==> src/rtl/forward_source_pipe.sv <==
// Producer side of the forwarding protocol: decodes the D-stage destination and Tnew,
// carries it through E/M/W, publishes ready-qualified forward buses and a D-stage stall.
module forward_source_pipe #(
  parameter logic [1:0] ALU_TNEW  = 2'd1,
  parameter logic [1:0] LOAD_TNEW = 2'd2,
  parameter logic [1:0] LINK_TNEW = 2'd0
) (
  input  logic        clk,
  input  logic        reset,
  input  logic [31:0] IR_D,
  input  logic [1:0]  use_bus_D,
  input  logic [1:0]  tuse_rs_D,
  input  logic [1:0]  tuse_rt_D,
  input  logic        flush,
  output logic        stall_D,
  output logic [2:0]  forward_bus_E,
  output logic [2:0]  forward_bus_M,
  output logic [2:0]  forward_bus_W,
  output logic [4:0]  dst_E,
  output logic [4:0]  dst_M,
  output logic [4:0]  dst_W,
  output logic [1:0]  tnew_E,
  output logic [1:0]  tnew_M
);

  localparam logic [2:0] BUS_RD = 3'b100;
  localparam logic [2:0] BUS_RT = 3'b010;
  localparam logic [2:0] BUS_31 = 3'b001;

  logic [5:0] opcode;
  logic [5:0] funct;
  logic [4:0] rs;
  logic [4:0] rt;
  logic [4:0] rd;
  logic       alu_funct;

  logic [2:0] dec_bus;
  logic [4:0] dec_dst;
  logic [1:0] dec_tnew;

  logic [2:0] bus_E;
  logic [2:0] bus_M;
  logic [2:0] bus_W;

  logic hazard_rs;
  logic hazard_rt;
  logic unused_shamt;

  assign opcode       = IR_D[31:26];
  assign rs           = IR_D[25:21];
  assign rt           = IR_D[20:16];
  assign rd           = IR_D[15:11];
  assign funct        = IR_D[5:0];
  assign unused_shamt = ^IR_D[10:6];

  always_comb begin
    alu_funct = 1'b0;
    case (funct)
      6'h00, 6'h02, 6'h03, 6'h04, 6'h06, 6'h07,
      6'h10, 6'h12,
      6'h20, 6'h21, 6'h22, 6'h23, 6'h24, 6'h25, 6'h26, 6'h27,
      6'h2a, 6'h2b: alu_funct = 1'b1;
      default:      alu_funct = 1'b0;
    endcase
  end

  // A decoded destination of $0 is never a producer, so it collapses to a full bubble.
  always_comb begin
    dec_bus  = 3'b000;
    dec_dst  = 5'd0;
    dec_tnew = 2'd0;
    case (opcode)
      6'h00: begin
        if (funct == 6'h09) begin
          dec_bus  = BUS_RD;
          dec_dst  = rd;
          dec_tnew = LINK_TNEW;
        end else if (alu_funct) begin
          dec_bus  = BUS_RD;
          dec_dst  = rd;
          dec_tnew = ALU_TNEW;
        end
      end
      6'h03: begin
        dec_bus  = BUS_31;
        dec_dst  = 5'd31;
        dec_tnew = LINK_TNEW;
      end
      6'h08, 6'h09, 6'h0a, 6'h0b, 6'h0c, 6'h0d, 6'h0e, 6'h0f: begin
        dec_bus  = BUS_RT;
        dec_dst  = rt;
        dec_tnew = ALU_TNEW;
      end
      6'h20, 6'h21, 6'h23, 6'h24, 6'h25: begin
        dec_bus  = BUS_RT;
        dec_dst  = rt;
        dec_tnew = LOAD_TNEW;
      end
      default: ;
    endcase
    if (dec_dst == 5'd0) begin
      dec_bus  = 3'b000;
      dec_tnew = 2'd0;
    end
  end

  assign hazard_rs = use_bus_D[1] && (rs != 5'd0) &&
                     (((dst_E == rs) && (tnew_E > tuse_rs_D)) ||
                      ((dst_M == rs) && (tnew_M > tuse_rs_D)));
  assign hazard_rt = use_bus_D[0] && (rt != 5'd0) &&
                     (((dst_E == rt) && (tnew_E > tuse_rt_D)) ||
                      ((dst_M == rt) && (tnew_M > tuse_rt_D)));
  assign stall_D   = hazard_rs || hazard_rt;

  always_ff @(posedge clk) begin
    if (reset || flush) begin
      bus_E  <= 3'b000;
      dst_E  <= 5'd0;
      tnew_E <= 2'd0;
      bus_M  <= 3'b000;
      dst_M  <= 5'd0;
      tnew_M <= 2'd0;
      bus_W  <= 3'b000;
      dst_W  <= 5'd0;
    end else begin
      bus_W  <= bus_M;
      dst_W  <= dst_M;
      bus_M  <= bus_E;
      dst_M  <= dst_E;
      tnew_M <= (tnew_E == 2'd0) ? 2'd0 : tnew_E - 2'd1;
      if (stall_D) begin
        bus_E  <= 3'b000;
        dst_E  <= 5'd0;
        tnew_E <= 2'd0;
      end else begin
        bus_E  <= dec_bus;
        dst_E  <= dec_dst;
        tnew_E <= dec_tnew;
      end
    end
  end

  assign forward_bus_E = bus_E & {3{tnew_E == 2'd0}};
  assign forward_bus_M = bus_M & {3{tnew_M == 2'd0}};
  assign forward_bus_W = bus_W;

endmodule

==> config.mk <==
export PLATFORM = sky130hd
export DESIGN_NAME = forward_source_pipe
export DESIGN_NICKNAME = d
export VERILOG_FILES = /design/src/rtl/forward_source_pipe.sv
export SDC_FILE = /design/constraint.sdc
export NUM_CORES = 1
export LEC_CHECK = 0
export ABC_CLOCK_PERIOD_IN_PS = 2000
export CAP_MARGIN = 40
export CORE_MARGIN = 1.5
export CORE_UTILIZATION = 37
export DETAILED_ROUTE_END_ITERATION = 6
export PLACE_DENSITY = 0.76
export SYNTH_ARGS = -nofsm -noshare
export SYNTH_HDL_FRONTEND = slang
export SYNTH_SLANG_ARGS = --single-unit
==> constraint.sdc <==
create_clock -name clk -period 2 [get_ports clk]
set_clock_uncertainty 0.2 [all_clocks]
set_input_delay 0.4 -clock clk [delete_from_list [all_inputs] [get_ports clk]]
set_output_delay 0.4 -clock clk [all_outputs]
set_load 0.005 [all_outputs]
# Yosys cells after proc, flatten, opt, wreduce, memory -nomap -nowiden
# Memories as Yosys holds them, arrays and structs flattened.
# Index checks and enable logic that the tools add are counted.
dict set report word_totals {
  register_bits 28
  latchBits 0
  ram_bits 0
  rom_bits 64
  in_bits 41
  out_inout_bits 29
  wordCells 68
  memories 1
}
# name words word_bits read_ports rd_ports_with_merged_regs write_ports line
set mem_list {}
lappend mem_list {{(no name shown)} 64 1 1 0 0 58} ;# case (funct)
dict set report op_classes {
  n_addsub 1
  multipliers 0
  n_div 0
  order_cmp 4
  eq_ne 19
  shift 0
  muxes 9
  n_bitwise 2
  reduce_logical 24
}
# operator n
set op_table {}
lappend op_table {{$eq A6 B4 Y1 const B} 9}
lappend op_table {{$eq A6 B6 Y1 const B} 5}
lappend op_table {{$eq A5 B5 Y1} 4}
lappend op_table {{$pmux W5 S3} 1}
lappend op_table {{$reduce_or A13 Y1} 1}
lappend op_table {{$mux W5} 2}
lappend op_table {{$reduce_bool A5 Y1} 2}
lappend op_table {{$pmux W3 S3} 1}
lappend op_table {{$gt A2 B2 Y1} 4}
lappend op_table {{$logic_and A1 B1 Y1} 8}
lappend op_table {{$reduce_or A8 Y1} 1}
lappend op_table {{$and A3 B3 Y3} 2}
lappend op_table {{$eq A6 B2 Y1 const B} 1}
lappend op_table {{$logic_not A6 Y1} 1}
lappend op_table {{$mux W3} 2}
lappend op_table {{$pmux W2 S3} 1}
lappend op_table {{$logic_not A5 Y1} 1}
lappend op_table {{$reduce_or A5 Y1} 1}
lappend op_table {{$logic_not A2 Y1} 2}
lappend op_table {{$logic_or A1 B1 Y1} 4}
lappend op_table {{$reduce_or A2 Y1} 2}
lappend op_table {{$reduce_or A3 Y1} 1}
lappend op_table {{$mux W1} 2}
lappend op_table {{$sub A2 B1 Y2 const B} 1}

# Longest topological paths before layout
# Gate-level depths: netlist of the first run.
dict set report depth {
  depth_word 6
  mapped_depth 8
  depth_no_buf 8
}

# Worst setup path after synthesis of the first run
# No wires, ideal clock.
dict set report synth_timing {
  kind {input port to flip-flop}
  startpoint {input IR_D[31]}
  endpoint {register tnew_E[0]}
  setup_ps 73
  t_arrival_ps 1879
  required_time_ps 1727
  path_slack_ps -152
  path_stages 6
  path_buffers 0
  cell_sequence {or4_4 > or3_4 > or2_1 > o211ai_2 > a21oi_2 > nor3b_2}
}
dict set report synth_via {
  elab_chain_len 5
  elab_cells_between_ends 22
  classes_between {eq/ne: 14; mux: 2; reduce/logical: 6}
}
# element line
set synth_rtl {}
lappend synth_rtl {{start: declaration} 10} ;# input logic [31:0] IR_D,
lappend synth_rtl {{$eq A6 B6 Y1 or $eq A6 B4 Y1 (tied branches)} 72} ;# case (opcode)
lappend synth_rtl {{$reduce_or A13 Y1 (no line)} n/a}
lappend synth_rtl {{$pmux W5 S3} 72}
lappend synth_rtl {{$logic_not A5 Y1} 101} ;# if (dec_dst == 5'd0) begin
lappend synth_rtl {{$reduce_or A3 Y1 (no line)} n/a}
lappend synth_rtl {{end signal: assignment} 138} ;# tnew_E <= dec_tnew;
lappend synth_rtl {{end: declaration} 22} ;# output logic [1:0] tnew_E,
# Parallel ways exist; a longest one is shown, timed or not.
# A chain may end at the register's enable or synchronous reset.

# Final worst setup path of the first run
dict set report layout_timing {
  startpoint {register tnew_M[1]}
  endpoint {output stall_D}
}
dict set report layout_via {
  elab_chain_len 5
  elab_cells_between_ends 9
  classes_between {order compare: 2; reduce/logical: 7}
}
# element line
set layout_rtl {}
lappend layout_rtl {{start: declaration} 23} ;# output logic [1:0] tnew_M
lappend layout_rtl {{start signal: assignment} 130} ;# tnew_M <= (tnew_E == 2'd0) ? 2'd0 : tnew_E - 2'd1;
lappend layout_rtl {{$gt A2 B2 Y1 (on tied branches)} {109, 112}}
lappend layout_rtl {{$logic_and A1 B1 Y1 (on tied branches)} {109, 112}}
lappend layout_rtl {{$logic_or A1 B1 Y1 (on tied branches)} {108, 111}}
lappend layout_rtl {{$logic_and A1 B1 Y1 (on tied branches)} {107, 110}}
lappend layout_rtl {{$logic_or A1 B1 Y1 (*)} 113} ;# assign stall_D = hazard_rs || hazard_rt;
lappend layout_rtl {{end: declaration} 15} ;# output logic stall_D,
# Every way passes the cells marked *; elsewhere a longest branch is shown, timed or not.

==> results of run 1 <==
[cell families (layout without fill, tap and decap cells)]
family | Yosys count | in the layout
AND/OR/NAND/NOR | 73 | 73
AO/OA/AOI/OAI | 31 | 31
flip-flops | 28 | 28
XOR/XNOR | 20 | 20
buffers and inverters | 14 | 128
adder cells (fa/ha/maj) | 9 | 9
[sequential cells by signal, indices dropped and copies added (netlist names)]
signal,cells
bus_E,3
bus_M,3
dst_E,5
dst_M,5
dst_W,5
forward_bus_W,3
tnew_E,2
tnew_M,2
[timing repair]
| action | CTS | global route |
|---|---|---|
| gates resized for setup | 86 | 33 |
| endpoints found under the setup margin | 17 | 15 |
| buffers inserted | 8 | 1 |
| pin swaps | 20 | 8 |
| cloned | 1 | 0 |
[layer usage]
layer	global-route usage	vias to the layer above
met1	0.2403	765
met5	0	-
met3	0.03167	15
met2	0.4196	62
met4	0.09184	0
li1	-	837
[power breakdown]
part	leakage, nW	total, W	internal [W]	switching (W)
clock	0.0288	0.000350	0.000176	0.000174
sequential	0.229	0.000563	0.000558	0.00000433
combinational	0.935	0.000291	0.000158	0.000133
[per-stage QoR]
step                total power (W)  worst slack, ns
detailed placement        0.0008158           -1.096
floorplan                 0.0006567          -0.1494
global route               0.001259          -0.3454
CTS                        0.001184          -0.3438
finish                     0.001204          -0.2664
global placement          0.0008115           -1.069
[Yosys cell counts, types with 2 or more instances]
library cell / count
a2111oi_0: 2
a21oi_1: 10
a31oi_1: 6
and2_1: 22
clkbuf_1: 2
dfxtp_1: 28
ha_1: 9
inv_1: 11
nand2_1: 18
nand4_1: 2
nor2_1: 9
nor3_1: 4
nor4_1: 4
o21ai_0: 3
or2_1: 2
xnor2_1: 6
xor2_1: 14
[final cells by class]
cell class | instances | area [um2]
multi-input combinational | 133 | 1201
fill | 275 | 1084
timing repair buffer | 112 | 975.9
sequential | 28 | 571.8
tap | 50 | 62.56
clock buffer | 4 | 55.05
inverter | 12 | 50.05
[final timing paths]
check,start,endpoint,slack (ns),cells after the start
max,tnew_M[1]$_SDFF_PP0_,stall_D,-0.27,6
min,bus_M[2]$_SDFF_PP0_,forward_bus_W[2]$_SDFF_PP0_,0.25,1
max reg2reg,tnew_M[1]$_SDFF_PP0_,dst_E[0]$_SDFF_PP0_,-0.04,9
min reg2reg,bus_M[2]$_SDFF_PP0_,forward_bus_W[2]$_SDFF_PP0_,0.25,1
==> metrics, run 1 <==
status=complete, but fails checks; violated checks=setup timing; worst path bufs/invs=1; H-tree levels=1; Tmin final=2.266 ns; num rows=23; final hold violations=0; drt wl/cell=14.72 um; largest area contributor in the netlist=dfxtp_1; latest clock arrival within the worst-skew pair=0.28 ns; DIE AREA=4531 um2; final core utilization=0.7291; CTS root buffer=clkbuf_8; DRC viols=0; # diodes=0; largest net degree at the start of global routing=17; largest family of logic cells by synthesized area=simple AND/OR/NAND/NOR gates; Final TNS setup=-0.7781 ns; Design Area, Final=2917 um2; top area cells in the synthesized netlist=dfxtp_1, and2_1, xor2_1; CP max stage delay=0.38 ns; post-synth top area share=0.3663; synth unique cells=40; vias in the first global route=1676; met2 WL post-DR=2656 um; 1st-iter DRT viols=82; CP Cell Sequence=ha_4, a21oi_2, nor4_2, a21oi_2, o22ai_2, buf_2; most common cell after layout, fill and taps aside=buf_4; die height=67.31 um; Cells after DPL=330; LEAKAGE=1.192 nW; placed cell area=2555 um2; Final Worst Setup Slack=-0.2664 ns; fmax=441.2 MHz; Initial Util=0.3825; most frequent cells in the layout=buf_4, clkdlybuf4s50_1, dfxtp_1; Power Density=412.8 nW/um2; number of flops mapped to enable cells by yosys=0; GR Overflow Total=0; Final Max Tran Viols=0; Seq/Total Area, Yosys=0.3663; ANT nets after route=0; Worst Setup End Kind=output port; Synth Area in Adders=0.07359; critical path's slowest cell=dfxtp_4; GRT Util Overall=0.2201; syn_area_per_cell=8.744 um2; Hold Path Class=flip-flop to flip-flop; XOR/XNOR Fraction of Synth Area=0.1145; Tcrit/Tclk final=1.133; Synth Register Bits=28; synth-to-layout area growth=90.60%; Core Footprint=4000 um2; Netlist Area Pre-Place=1530 um2; Clock Path Buffers=2; Worst slew margin=0.7906; layout net count=340; Post-Syn Instances=175; via count=1679; Max IR drop VDD=0.2312 mV; DRT Pass-1 Iters=4; final WL=4990 um; mux cell area share after synthesis=0; CP max FO=3; Sink Count=28; Die W=67.31 um; Post-Layout Cell Count=339; Synthesized Nets=225; Hold WS=0.2526 ns; clock slew at reported path FFs=0.09 ns; WP data arrival=1.67 ns; Synth Area in Simple Gates=0.2747; critical setup path kind=flip-flop to output port; initial antenna violation count=0; Highest Signal Layer=met4; RSZ-0062 raised after global routing=yes; Worst-Margin Slew=0.3112 ns; CTS tree=yes; routed metal-1 wirelength=1956 um; synth warn=0; CP delay by family, top=flip-flops; layout cell share with drive strength beyond 1=0.3979; Hold Buf Count CTS=0; compound-gate portion of the synthesized area=0.1365; boundary pin count=70; Top FF cell, synth=dfxtp_1; DR WL met3=204 um; DP HPWL=3311 um; Via density=4.953; CTS Buf Count=3; routability cong.=0.8542; Setup-failing EPs final=9; Req. time, crit path=1.40 ns; Async SR Flop Fraction=0; I/O Buffers=64; CP Launch Type=flip-flop; cell mode on critical path=a21oi_2; first-pass GRT wire length=7472 um; Max Cap Viol=0
(Power assumes the default switching activity.)
==> run 2: changes to the inputs <==
--- a/config.mk
+++ b/config.mk
@@ -7,7 +7,6 @@
 export LEC_CHECK = 0
 export ABC_CLOCK_PERIOD_IN_PS = 2000
 export CAP_MARGIN = 40
-export CORE_MARGIN = 1.5
 export CORE_UTILIZATION = 37
 export DETAILED_ROUTE_END_ITERATION = 6
 export PLACE_DENSITY = 0.76
==> run 2 against run 1 <==
Net effect: the run still ends with setup timing left; sequential share of layout area about the same; clock power up 29%; non-clock buffer count rose by 4; fmax down 4.8%; setup slack worse by 0.11 ns; power is 7.6% higher; combinational power fell by 3%; cell area about the same; via count increased by 2.9%; final cell count is 1.2% higher; critical endpoint unchanged; largest power group unchanged.
==> metrics, run 2 (synthesized netlist as in run 1, its figures left out) <==
critical path's slowest cell=nor4_2; layout filler cell count=285 (+3.6%); layout net count=344 (+1.2%); DIE AREA=4397 um2 (-2.9%); via count=1728 (+2.9%); Tcrit/Tclk final=1.190 (+0.05701); met1 Use GR=0.2505 (+0.01023); I/O Buffers=64 (unchanged); GR Overflow Total=0 (unchanged); status=complete, but fails checks; Max Cap Viol=0 (unchanged); 1st-iter DRT viols=83 (+1.2%); Req. time, crit path=1.40 ns (about the same); CTS root buffer=clkbuf_8; first-pass GRT wire length=7507 um (+0.47%); WP data arrival=1.78 ns (+0.11 ns); RSZ-0062 raised after global routing=yes; DRT Pass-1 Iters=4 (unchanged); Tmin final=2.380 ns (+0.1140 ns); Worst-Margin Slew=0.3480 ns (+0.03682 ns); Largest regs=dst_E: 5 flops, dst_M: 5 flops, dst_W: 5 flops; ANT nets after route=0 (unchanged); num rows=23 (unchanged); Hold Buf Count CTS=0 (unchanged); Via density=5.038 (+1.7%); routability cong.=0.7937 (-7.1%); Combinational Power Share=0.217 (-0.025); critical setup path kind=input port to output port; # diodes=0 (unchanged); synth-to-layout area growth=90.52% (about the same); Reg2Reg Setup Slack=-0.09 ns (-0.05 ns); violated checks=setup timing; final WL=5001 um (+0.22%); GRT busiest layer=met2; fmax=420.1 MHz (-4.8%); Clock Path Buffers=2 (unchanged); power share of the clock group=0.349 (+0.058); CP Cell Sequence=clkdlybuf4s15_1, ha_4, nand2_2, nand4_1, nor4_2, a21oi_2, o22ai_2, buf_2; LEAKAGE=1.208 nW (+1.3%); final hold violations=0 (unchanged); die height=66.31 um (-1.5%); vias in the first global route=1668 (-0.48%); CP Launch Type=input port; setup slack at placement=-1.127 ns (-0.03135 ns); Worst slew margin=0.7672 (-0.02349); Post-Layout Cell Count=343 (+1.2%); Reg power frac=0.434 (-0.033); Final Max Tran Viols=0 (unchanged); most frequent cells in the layout=buf_4, clkdlybuf4s50_1, dfxtp_1; CP delay by family, top=simple AND/OR/NAND/NOR gates; latest clock arrival within the worst-skew pair=0.29 ns (about the same); sequential cell area=570.5 um2 (-0.22%); Switching Fraction=0.2428 (-0.01543); Die W=66.31 um (-1.5%); Initial Util=0.3853 (+0.002772); Final TNS setup=-1.243 ns (-0.4645 ns); drt wl/cell=14.58 um (-0.95%); GRT Util Overall=0.2314 (+0.01135); initial antenna violation count=0 (unchanged); most common cell after layout, fill and taps aside=buf_4; H-tree levels=1 (unchanged); Hold Path Class=flip-flop to flip-flop; Sink Count=28 (unchanged); area of the multi-input gates=1170 um2 (-2.6%); Pint=0.0009807 W (+9.8%); Final Worst Setup Slack=-0.3805 ns (-0.1140 ns); Worst Setup End Kind=output port; clock slew at reported path FFs=0.09 ns (about the same); Max IR drop VDD=0.2679 mV (+16%); DP HPWL=3261 um (-1.5%); layout cell share with drive strength beyond 1=0.3993 (+0.001394); Setup-failing EPs final=11 (+2); Power Density=444.3 nW/um2 (+7.6%); met2 Usage GRT=0.4273 (+0.007741); CTS Buf Count=3 (unchanged); boundary pin count=70 (unchanged); met3 Resource Use GR=0.03276 (+0.001092); DRC viols=0 (unchanged); CTS tree=yes; switching pwr=0.0003145 W (+1.1%); CP max stage delay=0.35 ns (-0.03 ns); Core Footprint=3971 um2 (-0.72%); largest net degree at the start of global routing=17 (unchanged); CP max FO=2 (-1); worst path bufs/invs=2 (+1); Cells after DPL=329 (-0.30%)
[run 2: power groups by stage]
stage	clock network [W]	logic [W]	registers, W
2_1_floorplan	0	0.0000793	0.000577
3_3_place_gp	0	0.000233	0.000577
3_5_place_dp	0	0.000237	0.000578
4_1_cts	0.000445	0.000256	0.000562
5_1_grt	0.000477	0.000303	0.000563
6_report	0.000452	0.000281	0.000562
[run 2: cell type report]
cell class / count / share of cell area
Clock buffer: 3 / 0.01416
Clock inverter: 1 / 0.01030
Inverter: 12 / 0.01717
Multi-Input combinational cell: 133 / 0.4013
Sequential cell: 28 / 0.1957
Tap cell: 50 / 0.02146
Timing Repair Buffer: 116 / 0.3399
[run 2: final timing paths]
path,start,end,cells past startpoint
setup / recovery,tuse_rs_D[0],stall_D,8
hold / removal,bus_M[2]$_SDFF_PP0_,forward_bus_W[2]$_SDFF_PP0_,1
setup reg to reg,tnew_E[0]$_SDFF_PP0_,dst_E[1]$_SDFF_PP0_,9
hold reg to reg,bus_M[2]$_SDFF_PP0_,forward_bus_W[2]$_SDFF_PP0_,1
[run 2: repair_timing]
action | 4_1_cts | 5_1_grt
pin swaps | 22 | 20
setup buffers | 6 | 5
resized for setup | 79 | 35
setup endpoints to repair | 17 | 14
gates cloned | 1 | 0
endpoints found under the hold margin | 0 | 0
[run 2: metal layers]
layer  part of all wire  up-vias
met3              0.050       20
met5                  0        -
met2               0.52       78
met1               0.39      788
met4              0.042        0
li1                   -      842
[run 2: per-stage QoR]
stage	power (W)	util	hold slack (ns)	instance area [um2]
final	0.001295	0.7341	0.2498	2915
after global routing	0.001343	0.7341	0.2738	2915
after CTS	0.001263	0.7060	0.2533	2804
after detailed placement	0.0008148	0.6415	0.2326	2547
after global placement	0.0008100	0.6415	0.2247	2547
after floorplan	0.0006567	-	0.2209	1536
==> run 3: changes to the inputs <==
--- a/config.mk
+++ b/config.mk
@@ -6,7 +6,6 @@
 export NUM_CORES = 1
 export LEC_CHECK = 0
 export ABC_CLOCK_PERIOD_IN_PS = 2000
-export CAP_MARGIN = 40
 export CORE_UTILIZATION = 37
 export DETAILED_ROUTE_END_ITERATION = 6
 export PLACE_DENSITY = 0.76
==> results of run 3 <==
Final layout, timing and power as in run 2 (identical DEF).
